### src/rtl/dmem_access_unit.sv
// dmem_access_unit: one-at-a-time load/store responder between X stage and data memory.
// Builds byte masks and lane-shifted store data, aligns/extends loads, stalls until done.
module dmem_access_unit #(
    parameter int TIMEOUT_CYCLES = 255,
    parameter int CNT_W          = 8
) (
    input  logic        clk,
    input  logic        reset,
    input  logic        x_re,
    input  logic        x_we,
    input  logic [2:0]  x_funct3,
    input  logic [31:0] x_addr,
    input  logic [31:0] x_wdata,
    output logic        stall,
    output logic        wb_valid,
    output logic [31:0] wb_data,
    output logic        err_misalign,
    output logic        err_timeout,
    output logic        mem_req_valid,
    input  logic        mem_req_ready,
    output logic [31:0] mem_req_addr,
    output logic [3:0]  mem_req_wmask,
    output logic [31:0] mem_req_wdata,
    input  logic        mem_resp_valid,
    input  logic [31:0] mem_resp_data
);
    typedef enum logic [1:0] {IDLE, REQ, RESP, DONE} state_t;
    state_t state, state_n;
    logic x_req, illegal, is_load, err_mis, err_to, timeout, finish_ok;
    logic [1:0] lane;
    logic [2:0] f3;
    logic [CNT_W-1:0] cnt, cnt_inc;
    logic [3:0] mask;
    logic [31:0] sh_wdata, sh_rdata, ld_data;

    assign x_req = x_re | x_we;
    assign illegal = (x_re & x_we) | (x_funct3[1:0] == 2'b01 & x_addr[0])
                   | (x_funct3[1] & x_addr[1:0] != 2'b00);
    assign mask = x_funct3[1:0] == 2'b00 ? 4'b0001 << x_addr[1:0]
                : x_funct3[1:0] == 2'b01 ? 4'b0011 << {x_addr[1], 1'b0} : 4'b1111;
    assign sh_wdata = x_wdata << {x_addr[1:0], 3'b000};
    assign sh_rdata = mem_resp_data >> {lane, 3'b000};
    assign ld_data = f3[1:0] == 2'b00 ? {{24{~f3[2] & sh_rdata[7]}}, sh_rdata[7:0]}
                   : f3[1:0] == 2'b01 ? {{16{~f3[2] & sh_rdata[15]}}, sh_rdata[15:0]} : sh_rdata;
    // Counter saturates at the limit so a load accepted on the last allowed cycle still times out in RESP
    assign cnt_inc = cnt + CNT_W'(1);
    assign timeout = (TIMEOUT_CYCLES != 0) && (cnt_inc == CNT_W'(TIMEOUT_CYCLES));
    assign finish_ok = (state == REQ & mem_req_ready) | (state == RESP & mem_resp_valid);

    assign stall = (state == IDLE & x_req) | state == REQ | state == RESP;
    assign mem_req_valid = state == REQ;
    assign wb_valid = state == DONE;
    assign err_misalign = wb_valid & err_mis;
    assign err_timeout = wb_valid & err_to;

    always_ff @(posedge clk)
        if (reset) state <= IDLE;
        else state <= state_n;

    always_comb begin
        state_n = state;
        case (state)
            IDLE: state_n = x_req ? (illegal ? DONE : REQ) : IDLE;
            REQ:  state_n = mem_req_ready ? (is_load ? RESP : DONE) : (timeout ? DONE : REQ);
            RESP: state_n = (mem_resp_valid | timeout) ? DONE : RESP;
            default: state_n = IDLE;
        endcase
    end

    always_ff @(posedge clk) begin
        if (reset) begin
            is_load <= 1'b0;
            f3 <= 3'b000;
            lane <= 2'b00;
            err_mis <= 1'b0;
            err_to <= 1'b0;
            cnt <= '0;
            wb_data <= 32'h0;
            mem_req_addr <= 32'h0;
            mem_req_wmask <= 4'h0;
            mem_req_wdata <= 32'h0;
        end else if (state == IDLE) begin
            if (x_req) begin
                is_load <= x_re;
                f3 <= x_funct3;
                lane <= x_addr[1:0];
                err_mis <= illegal;
                err_to <= 1'b0;
                cnt <= '0;
                wb_data <= 32'h0;
                if (!illegal) begin
                    mem_req_addr <= {x_addr[31:2], 2'b00};
                    mem_req_wmask <= x_we ? mask : 4'h0;
                    mem_req_wdata <= x_we ? sh_wdata : 32'h0;
                end
            end
        end else if (state == REQ || state == RESP) begin
            cnt <= timeout ? cnt : cnt_inc;
            err_to <= ~finish_ok & timeout;
            if (state == RESP && mem_resp_valid) wb_data <= ld_data;
        end
    end
endmodule

### config.mk
export PLATFORM = sky130hd
export DESIGN_NAME = dmem_access_unit
export DESIGN_NICKNAME = d
export VERILOG_FILES = /design/src/rtl/dmem_access_unit.sv
export SDC_FILE = /design/constraint.sdc
export NUM_CORES = 1
export LEC_CHECK = 0
export ABC_AREA = 1
export ABC_CLOCK_PERIOD_IN_PS = 2800
export CORE_MARGIN = 1.5
export CORE_UTILIZATION = 50
export CTS_BUF_LIST = sky130_fd_sc_hd__clkbuf_4 sky130_fd_sc_hd__clkbuf_8
export DETAILED_ROUTE_END_ITERATION = 7
export GPL_ROUTABILITY_DRIVEN = 0
export HOLD_SLACK_MARGIN = 0.1
export PLACE_DENSITY = 0.89
export SYNTH_ARGS = -nofsm -noshare
export SYNTH_HDL_FRONTEND = slang
export SYNTH_SLANG_ARGS = --single-unit
### constraint.sdc
create_clock -name clk -period 2.8 [get_ports clk]
set_input_delay 0.56 -clock clk [delete_from_list [all_inputs] [get_ports clk]]
set_output_delay 0.56 -clock clk [all_outputs]
set_load 0.005 [all_outputs]
==> flow_summary.yaml <==
sta:
  min_period_over_period: 0.949
  finalCriticalPeriod_ps: 2660
  fmax_mhz: 376
  setup_viol: 0
  tns_ps: 0
  layout_setup_ws_ps: 142
  hold_viol_final: 0
  rsz0062_at_grt: "false"
  slew_viol_final: 0
  clock_skew_ps: 13.6
clocking:
  cts_root_buf: "clkbuf_8"
  insertion_delay_ps: 430
  cts_resized: 0
  cts.sinks: 116
  cts_tree: "done"
  postCtsSetupBuffers: 0
  clk_pin_slew_worst_paths_ps: 70
  cts_hold_buf: 0
  htree_levels: 4
  clockBufferDepth: 2
  numCtsBuffers: 17
global_routing:
  grt_pass1_wl_um: 27700
  grt_usage: 0.297
  grt_start_max_net_pins: 42
  antenna_found_initial: 0
  grt_pass1_vias: 5749
  grt-ovfl-total: 0
setup_path:
  cpPeakStageDelay_ps: 440
  crit_type: "input pin to primary output"
  crit_family: "buffers and inverters"
  start_kind: "input pin"
  cp-end-kind: "primary output"
  cp_num_buf_inv: 3
  crit_arrival_ps: 2100
  worstPathRequired_ps: 2240
  slowest_stage: "clkdlybuf4s50_1"
  crit_chain: "clkdlybuf4s50_1, nor2_1, nand2_1, nand2_1, clkinv_1, clkdlybuf4s50_1"
  cp_max_fo: 3
logic_synthesis:
  synthCells: 827
  async_flop_share: 0
  synthTopCellsByArea: "dfxtp_1, nand2_1, nand3_1"
  synth_edf_count: 0
  synth_top_area_share: 0.410
  synth_xor_xnor_area_share: 0
  netlist_top_cells_count: "nand2_1, dfxtp_1, nor2_1"
  synth_top_flop_cell: "dfxtp_1"
  synth_area_per_cell_um2: 6.85
  synth.area.mux_share: 0
  synth_area_um2: 5670
  synth_compound_area_frac: 0.183
  synth_most_common_cell: "nand2_1"
  synth_top_family_by_area: "simple AND/OR/NAND/NOR gates"
  synth_cell_types: 37
  synth_top_cell_by_area: "dfxtp_1"
  synth-adder-area-share: 0.00442
  yosysSeqAreaShare: 0.410
  ys_warn_count: 0
  yosys.area_share.simple: 0.310
  ys_ff_latch: 116
pwr:
  power.leakage_nw: 3.25
  power.density_nw_per_um2: 584
  p_comb_frac: 0.275
  seq_power_share: 0.400
  sw_frac_of_total: 0.327
  p_int_mw: 3.21
  vdd_ir_drop_max_v: 0.000470
  finalPower_mw: 4.77
  pwr-share-clk: 0.325
  switching_power_mw: 1.56
cells_and_area:
  drive_gt1_frac: 0.0737
  syn2layout_area_growth_pct: 44.0
  n_antenna_cell: 0
  fin_cells: 1171
  fin_nets: 1125
  fin_util: 0.747
die:
  rows: 38
  fp.dieW_um: 109
  die_h_um: 109
  num_io_pins: 210
  dieArea_um2: 12000
  core_area_um2: 10900
  start_util: 0.518
placement:
  dp_hpwl_um: 12500
  dp_cells: 1139
  place_ws_ps: 160
  port_buffers: 207
drt:
  postRouteAntennaNets: 0
  dr.pass1.iters: 5
  drtIter0Drc: 528
  vias_per_cell: 5.36
  num_vias: 6272
  drt_wl_total_um: 17400
  drt-wirelength-per-cell_um: 14.9
  drc_errors: 0
min_path:
  hp-class: "flop to flop"
job:
  maxCapViolations: 0
run_status:
  status: "complete, no violations"
-- final cells by class --
class	instances	area (um2)
clock buffer	18	248
clock inverter	14	150
fill	858	2770
inverter	52	200
multi-input combinational	603	2830
sequential	116	2320
tap	140	175
timing repair buffer	228	2240
-- registers in the layout, indices dropped and copies added (netlist names) --
name and flops:
mem_req_wdata 32, wb_data 32, mem_req_addr 30, cnt 8
mem_req_wmask 4, f3 3, lane 2, state 2
err_mis 1, err_to 1, is_load 1
-- power by group through the flow --
stage | clock network (mW) | registers, mW | logic [mW]
5_1_grt | 1.63 | 1.93 | 1.46
6_report | 1.55 | 1.91 | 1.31
3_3_place_gp | 0 | 1.94 | 1.28
4_1_cts | 1.57 | 1.91 | 1.30
2_1_floorplan | 0 | 1.93 | 0.746
3_5_place_dp | 0 | 1.94 | 1.29
-- layer usage --
| metal | global-route usage | up-vias | part of all wire | wire, um |
|---|---|---|---|---|
| met3 | 0.0907 | 50 | 0.090 | 1560 |
| met1 | 0.357 | 2823 | 0.41 | 7050 |
| met2 | 0.479 | 287 | 0.46 | 8080 |
| li1 | - | 3112 | - | - |
| met5 | 0 | - | 0 | 0 |
| met4 | 0.152 | 0 | 0.041 | 710 |
-- cell families (layout without fill, tap and decap cells) --
| kind of cell | Yosys count | in the layout |
|---|---|---|
| other cells | 1 | 2 |
| fa+ha+maj | 2 | 2 |
| compound gates | 190 | 190 |
| flops | 116 | 116 |
| simple gates | 409 | 409 |
| buf+inv | 109 | 312 |
-- layout by cell type (no fill, tap or decap), types with 6 or more instances in the layout --
cell type        count
o211ai_1            10
buf_4               20
a21oi_1             58
o21ai_0             81
clkbuf_8            18
inv_1               43
clkdlybuf4s50_1    207
o221ai_1             6
a22oi_1              7
nand2_1            203
nand3_1             89
dfxtp_1            116
nor2_1              98
o21ai_1             20
nor2_4               7
-- path summary, 6_finish.rpt --
kind | endpoint | startpoint | cells past startpoint | slack, ps
hold reg to reg | mem_req_wmask[2] | mem_req_wmask[2] | 2 | 460
setup reg to reg | wb_data[15] | lane[1] | 9 | 700
hold / removal | mem_req_wmask[2] | mem_req_wmask[2] | 2 | 460
setup / recovery | stall | x_re | 6 | 140
-- per-stage QoR --
stage / instance area, um2 / hold WS, ps
after floorplan: 5670 / 434
after global placement: 7770 / 451
after detailed placement: 7770 / 455
after CTS: 8160 / 466
after global routing: 8160 / 481
final: 8160 / 465
-- worst reg2reg max path, cell delays in order, from the launching register on --
cell and delay (ps):
dfxtp_1 620, clkinv_1 120, buf_4 260, nand3_1 160, nand3_1 80, nand2_1 60
nand2_1 50, inv_2 310, o21ai_0 200, a21oi_1 160
No activity file was read; power rests on OpenSTA's default activity.
==> patch, RTL diff (config.mk and constraints unchanged) <==
Set the parameter `CNT_W` to 7 (it was 8).
--- a/src/rtl/dmem_access_unit.sv
+++ b/src/rtl/dmem_access_unit.sv
@@ -3,5 +3,5 @@
 module dmem_access_unit #(
     parameter int TIMEOUT_CYCLES = 255,
-    parameter int CNT_W          = 8
+    parameter int CNT_W          = 7
 ) (
     input  logic        clk,
Function: same outputs for any inputs over 4 cycles, from zero or initial values and one cycle with reset high; that may be too few to reach the edited logic, so the function may still have changed.
==> patch against the unedited design <==
Cell area is 0.12% lower; hold slack worse by 0.0034 ns; routed wire length rose by 1.8%; worst setup slack gained 0.082 ns; global-route usage up 0.71 points; final cell count shrank 2.6%; sequential cell count is 1 lower; synthesized area is 1.3% lower; combinational power up 5%; power grew 6.1%; die area is 1.2% lower; synthesized cell count decreased by 3.3%.
==> patch: results <==
{
  "grt_pass1_vias": 5668,
  "worst_r2r_path_depth": 8,
  "routed_wl_microns": 17710,
  "grt_first_pass_wirelength_microns": 28060,
  "regToRegEndpoint": "wb_data[23]$_SDFFE_PP0P_",
  "pre_cts_ws_ns": 0.2356,
  "routed_via_density": 5.464,
  "postSynthAreaPerCell_sq_um": 6.996,
  "placedCellCount": 1109,
  "area_after_detailed_placement_sq_mm": 0.007706,
  "setup_viol": 0,
  "port-buffer-count": 207,
  "drt_first_pass_iters": 6,
  "starting_drc_count_in_detailed_routing": 455,
  "detailedPlacementHpwl_microns": 12250,
  "commonest_cells_in_the_netlist": "177 x sky130_fd_sc_hd__nand2_1, 115 x sky130_fd_sc_hd__dfxtp_1, 114 x sky130_fd_sc_hd__nor2_1",
  "critical_path_arrival_ns": 2.02,
  "gr-usage-all-layers": 0.3043,
  "num_vias": 6234,
  "synth.ff_latch_count": 115,
  "antennaDiodeCount": 0,
  "max_stage_delay_ns": 0.49,
  "synth_seq_area_share": 0.4114,
  "clockBufferDepth": 2,
  "irDropWorstVdd_uv": 457.1,
  "worst_r2r_startpoint": "lane[1]$_SDFFE_PP0P_",
  "post_synth_main_area_contributors": "sky130_fd_sc_hd__dfxtp_1 41%, sky130_fd_sc_hd__nand2_1 12%, sky130_fd_sc_hd__nor2_1 7.6%, sky130_fd_sc_hd__o21ai_0 7.2%, sky130_fd_sc_hd__nand3_1 6.5%",
  "worst-path-max-fanout": 6,
  "grt_antenna_before_repair": 0,
  "status": "finished, final reports clean",
  "power_leakage_uw": 0.003198,
  "worst-r2r-setup-slack_ns": 0.68,
  "post_route_cells_drive_above_1_share": 0.08492,
  "finClkSkew_ns": 0.01706,
  "fin_crit_sh": 0.9200,
  "grt_max_degree": 43
}
## patch: cell types whose count changed after synthesis, moves of 4 or more
cell / change
sky130_fd_sc_hd__nand2_1: -26
sky130_fd_sc_hd__nand3_1: -16
sky130_fd_sc_hd__o31ai_1: +9
sky130_fd_sc_hd__a21oi_1: -9
sky130_fd_sc_hd__a22oi_1: -7
sky130_fd_sc_hd__nand4_1: -4
sky130_fd_sc_hd__inv_1: -5
sky130_fd_sc_hd__inv_2: +6
sky130_fd_sc_hd__nor2_1: +16
sky130_fd_sc_hd__nor2_4: -5
sky130_fd_sc_hd__nand3_2: +8
sky130_fd_sc_hd__a22o_1: +5
sky130_fd_sc_hd__buf_2: +5
## patch: cell type report
class	instances	area [sq um]
flip-flops and latches	115	2302
well taps	140	175.2
fillers	810	2734
inverters	48	180.2
repair buffers	225	2245
clock buffers	18	247.7
clock inverters	14	200.2
multi-input cells	581	2804
## patch: how the worst min path moves through the flow
stage / end / cells past startpoint / startpoint
after detailed placement: mem_req_wmask[2]$_SDFFE_PP0P_ / 2 / mem_req_wmask[2]$_SDFFE_PP0P_
after global routing: wb_data[24]$_SDFFE_PP0P_ / 2 / wb_data[24]$_SDFFE_PP0P_
final: mem_req_wmask[2]$_SDFFE_PP0P_ / 2 / mem_req_wmask[2]$_SDFFE_PP0P_
after CTS: mem_req_wmask[2]$_SDFFE_PP0P_ / 2 / mem_req_wmask[2]$_SDFFE_PP0P_
after floorplan: err_mis$_SDFFE_PP0P_ / 2 / err_mis$_SDFFE_PP0P_
after global placement: mem_req_wmask[2]$_SDFFE_PP0P_ / 2 / mem_req_wmask[2]$_SDFFE_PP0P_
## patch: worst min-delay path: stages, from the launching register on
cell and delay [ns]:
sky130_fd_sc_hd__dfxtp_1 0.31, sky130_fd_sc_hd__nand2_1 0.06, sky130_fd_sc_hd__a21oi_1 0.05
## patch: metrics by stage
stage | power (uW) | hold WS, ns
after global placement | 3273 | 0.4484
after detailed placement | 3301 | 0.4529
after CTS | 5057 | 0.4627
after floorplan | 2733 | 0.4397
after global routing | 5318 | 0.4857
final | 5060 | 0.4612
## patch: where the power goes
part / total, uW / switching [uW] / internal, uW / leakage [uW]
Combinational: 1380 / 765 / 613 / 0.00204
Sequential: 1920 / 125 / 1790 / 0.000937
Clock: 1760 / 757 / 1010 / 0.000217
## patch: per-layer routing
layer,track usage,part of all wire
met5,0,0
met4,0.1325,0.028
met3,0.09026,0.10
met2,0.4865,0.47
met1,0.3800,0.40
## patch: cell families after synthesis
| kind of cell | share of synthesized area |
|---|---|
| simple gates | 0.3029 |
| compound gates | 0.1923 |
| flops | 0.4114 |
| buf+inv | 0.08831 |
| fa+ha+maj | 0.004471 |
| other cells | 0.0006700 |
